[src/rtl/cpu_pkg.sv]
`default_nettype none
// ============================================================================
//  Module      : cpu_pkg
//  Description : Shared types and constants for the MIPS-subset CPU front end:
//                fetch FSM state encoding, opcode field values, reset PC.
//  Revision    : 1.0 - initial release
// ============================================================================
package cpu_pkg;

  // Fetch sequencer states
  typedef enum logic [1:0] {
    FETCH = 2'd0,
    EXEC  = 2'd1,
    HALT  = 2'd2
  } fetch_state_t;

  // Opcode field (instr[31:26]) values seen by the control unit
  localparam logic [5:0] OP_RTYPE = 6'b000000;
  localparam logic [5:0] OP_ADDI  = 6'b001000;
  localparam logic [5:0] OP_LW    = 6'b100011;
  localparam logic [5:0] OP_SW    = 6'b101011;
  localparam logic [5:0] OP_BEQ   = 6'b000100;
  localparam logic [5:0] OP_J     = 6'b000010;
  localparam logic [5:0] OP_HALT  = 6'b111111;

  // Word-aligned boot address
  localparam logic [31:0] DEFAULT_RESET_PC = 32'h0000_0000;

endpackage
`default_nettype wire

[src/rtl/next_pc_calc.sv]
`default_nettype none
// ============================================================================
//  Module      : next_pc_calc
//  Description : Combinational next-PC selection. Computes sequential, branch
//                and jump targets from the current pc and instruction word and
//                picks one by priority Jump > (Branch & zero) > pc+4.
//  Revision    : 1.0 - initial release
// ============================================================================
module next_pc_calc
  import cpu_pkg::*;
(
  input  logic [31:0] pc,
  input  logic [31:0] instr,
  input  logic        Jump,
  input  logic        Branch,
  input  logic        zero,
  output logic [31:0] next_pc
);

  logic [31:0] pc4;
  logic [31:0] branch_off;
  logic [31:0] branch_target;
  logic [31:0] jump_target;

  // The opcode bits do not influence the target arithmetic.
  logic unused_opcode_bits;
  assign unused_opcode_bits = &{1'b0, instr[31:26]};

  // All additions wrap modulo 2^32 by truncation to 32 bits.
  assign pc4           = pc + 32'd4;
  assign branch_off    = {{14{instr[15]}}, instr[15:0], 2'b00};
  assign branch_target = pc4 + branch_off;
  assign jump_target   = {pc4[31:28], instr[25:0], 2'b00};

  // Priority select: a jump overrides any simultaneous branch request.
  always_comb begin
    next_pc = pc4;
    if (Jump) begin
      next_pc = jump_target;
    end else if (Branch && zero) begin
      next_pc = branch_target;
    end
  end

endmodule
`default_nettype wire

[src/rtl/instr_fetch_unit.sv]
`default_nettype none
// ============================================================================
//  Module      : instr_fetch_unit
//  Description : Multi-cycle instruction fetch and PC sequencer. Fetches a word
//                over a req/ack handshake, presents it for one EXEC cycle, then
//                commits the next PC from the control unit's PCWre/Jump/Branch
//                and the ALU zero flag. PCWre=0 latches the unit in HALT.
//  Revision    : 1.0 - initial release
// ============================================================================
module instr_fetch_unit
  import cpu_pkg::*;
#(
  parameter logic [31:0] RESET_PC = DEFAULT_RESET_PC,
  parameter int          CNT_W    = 32
) (
  input  logic             clk,
  input  logic             rst_n,
  output logic             imem_req,
  output logic [31:0]      imem_addr,
  input  logic [31:0]      imem_rdata,
  input  logic             imem_ack,
  output logic [31:0]      instr,
  output logic [5:0]       op,
  output logic             instr_valid,
  input  logic             PCWre,
  input  logic             Jump,
  input  logic             Branch,
  input  logic             zero,
  output logic [31:0]      pc,
  output logic             halted,
  output logic [CNT_W-1:0] retired
);

  localparam logic [CNT_W-1:0] C_CNT_ONE = {{(CNT_W-1){1'b0}}, 1'b1};

  fetch_state_t     state_q, state_d;
  logic [31:0]      pc_q, pc_d;
  logic [31:0]      instr_q, instr_d;
  logic [CNT_W-1:0] retired_q, retired_d;
  logic [31:0]      next_pc;

  next_pc_calc u_next_pc_calc (
    .pc      (pc_q),
    .instr   (instr_q),
    .Jump    (Jump),
    .Branch  (Branch),
    .zero    (zero),
    .next_pc (next_pc)
  );

  // State, PC, instruction and counter registers with async active-low reset.
  always_ff @(posedge clk or negedge rst_n) begin
    if (!rst_n) begin
      state_q   <= FETCH;
      pc_q      <= RESET_PC;
      instr_q   <= 32'd0;
      retired_q <= '0;
    end else begin
      state_q   <= state_d;
      pc_q      <= pc_d;
      instr_q   <= instr_d;
      retired_q <= retired_d;
    end
  end

  // Next-state logic: ack only matters in FETCH, control inputs only in EXEC.
  always_comb begin
    state_d   = state_q;
    pc_d      = pc_q;
    instr_d   = instr_q;
    retired_d = retired_q;
    case (state_q)
      FETCH: begin
        if (imem_ack) begin
          instr_d = imem_rdata;
          state_d = EXEC;
        end
      end
      EXEC: begin
        if (!PCWre) begin
          state_d = HALT;
        end else begin
          pc_d      = next_pc;
          retired_d = retired_q + C_CNT_ONE;
          state_d   = FETCH;
        end
      end
      HALT: begin
        state_d = HALT;
      end
      default: begin
        state_d = FETCH;
      end
    endcase
  end

  // Moore outputs decoded from registered state only.
  assign imem_req    = (state_q == FETCH);
  assign imem_addr   = pc_q;
  assign instr_valid = (state_q == EXEC);
  assign halted      = (state_q == HALT);
  assign instr       = instr_q;
  assign op          = instr_q[31:26];
  assign pc          = pc_q;
  assign retired     = retired_q;

endmodule
`default_nettype wire

[config.mk]
export PLATFORM = sky130hd
export DESIGN_NAME = instr_fetch_unit
export DESIGN_NICKNAME = d
export VERILOG_FILES = /design/src/rtl/cpu_pkg.sv /design/src/rtl/next_pc_calc.sv /design/src/rtl/instr_fetch_unit.sv
export SDC_FILE = /design/constraint.sdc
export NUM_CORES = 1
export LEC_CHECK = 0
export BUFFER_PORTS_ARGS = -buffer_cell sky130_fd_sc_hd__clkbuf_2
export CORE_MARGIN = 4
export CORE_UTILIZATION = 54
export DETAILED_ROUTE_END_ITERATION = 6
export GPL_TIMING_DRIVEN = 0
export HOLD_SLACK_MARGIN = 0.05
export PLACE_DENSITY_LB_ADDON = 0.08
export SLEW_MARGIN = 25
export SYNTH_ARGS = -nofsm -noshare
export SYNTH_HDL_FRONTEND = slang
export SYNTH_SLANG_ARGS = --single-unit
[constraint.sdc]
create_clock -name clk -period 4.25 [get_ports clk]
set_input_delay 0.2125 -clock clk [delete_from_list [all_inputs] [get_ports clk]]
set_output_delay 0.2125 -clock clk [all_outputs]
set_load 0.05 [all_outputs]
==> metrics.txt <==
non-filler cells, final=1,115; worst r2r dst=imem_addr[30]$_DFFE_PN0P_; CTS buffer count=9; sequential area share after synthesis=35.1%; Mapped Cells=759; Synth top area share=35.1%; Num Clock Sinks=96; first-pass detailed-route iteration total=5; # rows=40; Worst Path Required=4.53 ns; first-pass GRT wire length=32,800 um; Clk pin slew, worst setup/hold paths=0.07 ns; critical path, cell by cell=and3_1 -> nand3_1 -> nor2_4 -> nand2_1 -> xnor2_1 -> ha_1 -> a21o_1 -> a21oi_1 -> o21ai_0 -> a221oi_2 -> o21ai_1 -> a21o_1 -> a21oi_1 -> mux2_2 -> a21oi_1; post-synth cell types=64; R2R Setup Slk=0.11 ns; dominant cell type by area after synthesis=dfrtp_1; per-cell routed wire length=18.4 um; ys flop type=dfrtp_1; post-synthesis register bit count=96; R2R depth=15; worst hold path class=input port to flop; ANT cells=0; starting density of the core=56.0%; clock skew=0.00360 ns; Mapped Area=0.00684 sq mm; initial antenna violation count=0; Slew Limit Fails=0; CTS max path bufs=2; CP Class=flop to flop; worst skew pair latency=0.35 ns; Final Hold Viols=0; crit path DAT=4.42 ns; Global Route Usage Sum=28.4%; synth top area cells=dfrtp_1, xnor2_1, ha_1; kind of end point of the critical path=flop; Layout area overhead=21.1%; worst-margin pin slew=0.774 ns; final setup violating endpoints=0; FMAX=0.241 GHz; fin crit share=97.5%; synth warn=0; final wirelength=20,500 um; count leader, synth=dfrtp_1; Via Count=6,464; R2R Path Start=imem_addr[6]$_DFFE_PN0P_; Vias per Instance=5.80; pin count of the biggest net entering global routing=69; placed cell count=1,102; max_cap viols=0; crit-path most repeated cell=a21oi_1; die width=121 um; Die Height=121 um; status=complete, no violations; initial DRC count=471; CTS H-tree depth=3; number of global-route vias before repair=6,345; # DRC=0; EDFF count, synth=0; Async S/R FF share, synth=100%; Post-synth top cells=dfrtp_1, nand2_1, xnor2_1; Hold Path Sink=instr[11]$_DFFE_PN0P_; Final min period=4.14 ns; Hold Path Origin=imem_rdata[11]; Final Worst Setup Slack=0.108 ns; Worst Path Max Fanout=7; # IOs=176; # port buffers=171; Max stage delay on crit path=0.46 ns; antenna viol nets, final=0; area of the die=0.0145 sq mm; Total Nets Final=1,021; layout cells sized above 1=30.5%; CP max-delay cell=dfrtp_1; dpl ws=-0.186 ns; routability congestion estimate=0.959; syn_area_per_cell=9.01 sq um; HPWL Detailed=15,600 um; TritonCTS clock tree=done; Core Area=0.0122 sq mm; Worst slew margin=48.2%; Worst setup SP type=flop; # fillers=1,065; global route total overflow=0; hold path depth=2; clk root buf=clkbuf_16
-- what timing repair did --
item | 4_1_cts | 5_1_grt
endpoints found under the hold margin | 28 | 0
pin swaps | 0 | 0
buffers inserted | 0 | 0
setup endpoints to repair | 3 | 6
hold buffers | 1 | 0
gates resized for setup | 2 | 5
-- routing by layer --
layer  global-route usage, %  up-vias  wire (um)
li1                        -     3041          -
met1                    37.3     3067       8510
met2                    46.3      299       9800
met3                    5.24       57       1510
met4                    11.8        0        729
met5                       0        -          0
-- area by class of cell --
| class | instances | area, sq um | area share [%] |
|---|---|---|---|
| sequential | 96 | 2400 | 29.0 |
| clock inverter | 6 | 68.8 | 0.831 |
| inverter | 9 | 33.8 | 0.408 |
| multi-input combinational | 585 | 4020 | 48.6 |
| tap | 168 | 210 | 2.54 |
| buffer | 69 | 412 | 4.97 |
| clock buffer | 9 | 225 | 2.72 |
| timing repair buffer | 173 | 902 | 10.9 |
-- worst max path at each step --
stage / startpoint / to
final: imem_addr[6]$_DFFE_PN0P_ / imem_addr[30]$_DFFE_PN0P_
after CTS: imem_addr[5]$_DFFE_PN0P_ / imem_addr[30]$_DFFE_PN0P_
after global routing: imem_addr[10]$_DFFE_PN0P_ / imem_addr[31]$_DFFE_PN0P_
after detailed placement: imem_addr[5]$_DFFE_PN0P_ / imem_addr[30]$_DFFE_PN0P_
after floorplan: imem_addr[5]$_DFFE_PN0P_ / imem_addr[31]$_DFFE_PN0P_
after global placement: imem_addr[5]$_DFFE_PN0P_ / imem_addr[30]$_DFFE_PN0P_
-- per-stage QoR --
step	setup TNS, ns	hold slack [ns]	utilization (%)	instance area (sq um)
finish	0	0.0917	67.8	8280
global route	-0.00201	0.0782	67.8	8280
floorplan	0	-0.0831	-	6850
global placement	-0.0884	0.443	64.8	7920
detailed placement	-0.206	0.120	65.1	7950
CTS	0	0.0822	67.6	8260
-- worst max-delay path: cells and delay by family, from the launching register on --
family	cells	cell delay (ns)
adders and majority gates	1	0.36
DFF	1	0.46
muxes	1	0.36
AOI/OAI and AO/OA	8	1.80
and+or+nand+nor	4	0.87
xor gates and xnor gates	1	0.22
-- state kept, by name (all words and copies together) (netlist names) --
signal     flops
instr         32
retired       32
state_q        2
imem_addr     30
-- logic make-up (layout without fill, tap and decap cells) --
logic type / after synthesis / in the layout / share of synthesized area (%)
and+or+nand+nor: 251 / 251 / 18.0
AOI/OAI and AO/OA: 177 / 177 / 16.9
DFF: 96 / 96 / 35.1
buffers and inverters: 81 / 266 / 6.68
xor gates and xnor gates: 78 / 78 / 10.1
adders and majority gates: 39 / 39 / 7.25
muxes: 36 / 36 / 5.95
other: 1 / 4 / 0.0548
-- cell usage in the layout (no fill, tap or decap), drive strengths merged, types with 4 or more instances in the layout --
cell type / Yosys / routed
nor2b: 5 / 5
o211ai: 4 / 4
mux2: 34 / 34
xor2: 22 / 22
xnor2: 56 / 56
ha: 38 / 38
nand3: 26 / 26
and2: 7 / 7
and3: 16 / 16
a21o: 27 / 27
nand2: 86 / 86
nand4: 19 / 19
o21bai: 5 / 5
clkbuf: 30 / 207
conb: 1 / 4
or3: 10 / 10
a21oi: 49 / 49
a211oi: 7 / 7
nor2: 51 / 51
and4: 7 / 7
o21ai: 44 / 44
nor3: 14 / 14
o22ai: 5 / 5
a31oi: 9 / 9
buf: 42 / 43
dfrtp: 96 / 96
inv: 9 / 11
Power is not shown: default switching activity piles up to over one toggle a cycle in this logic, so the estimate is an artifact.
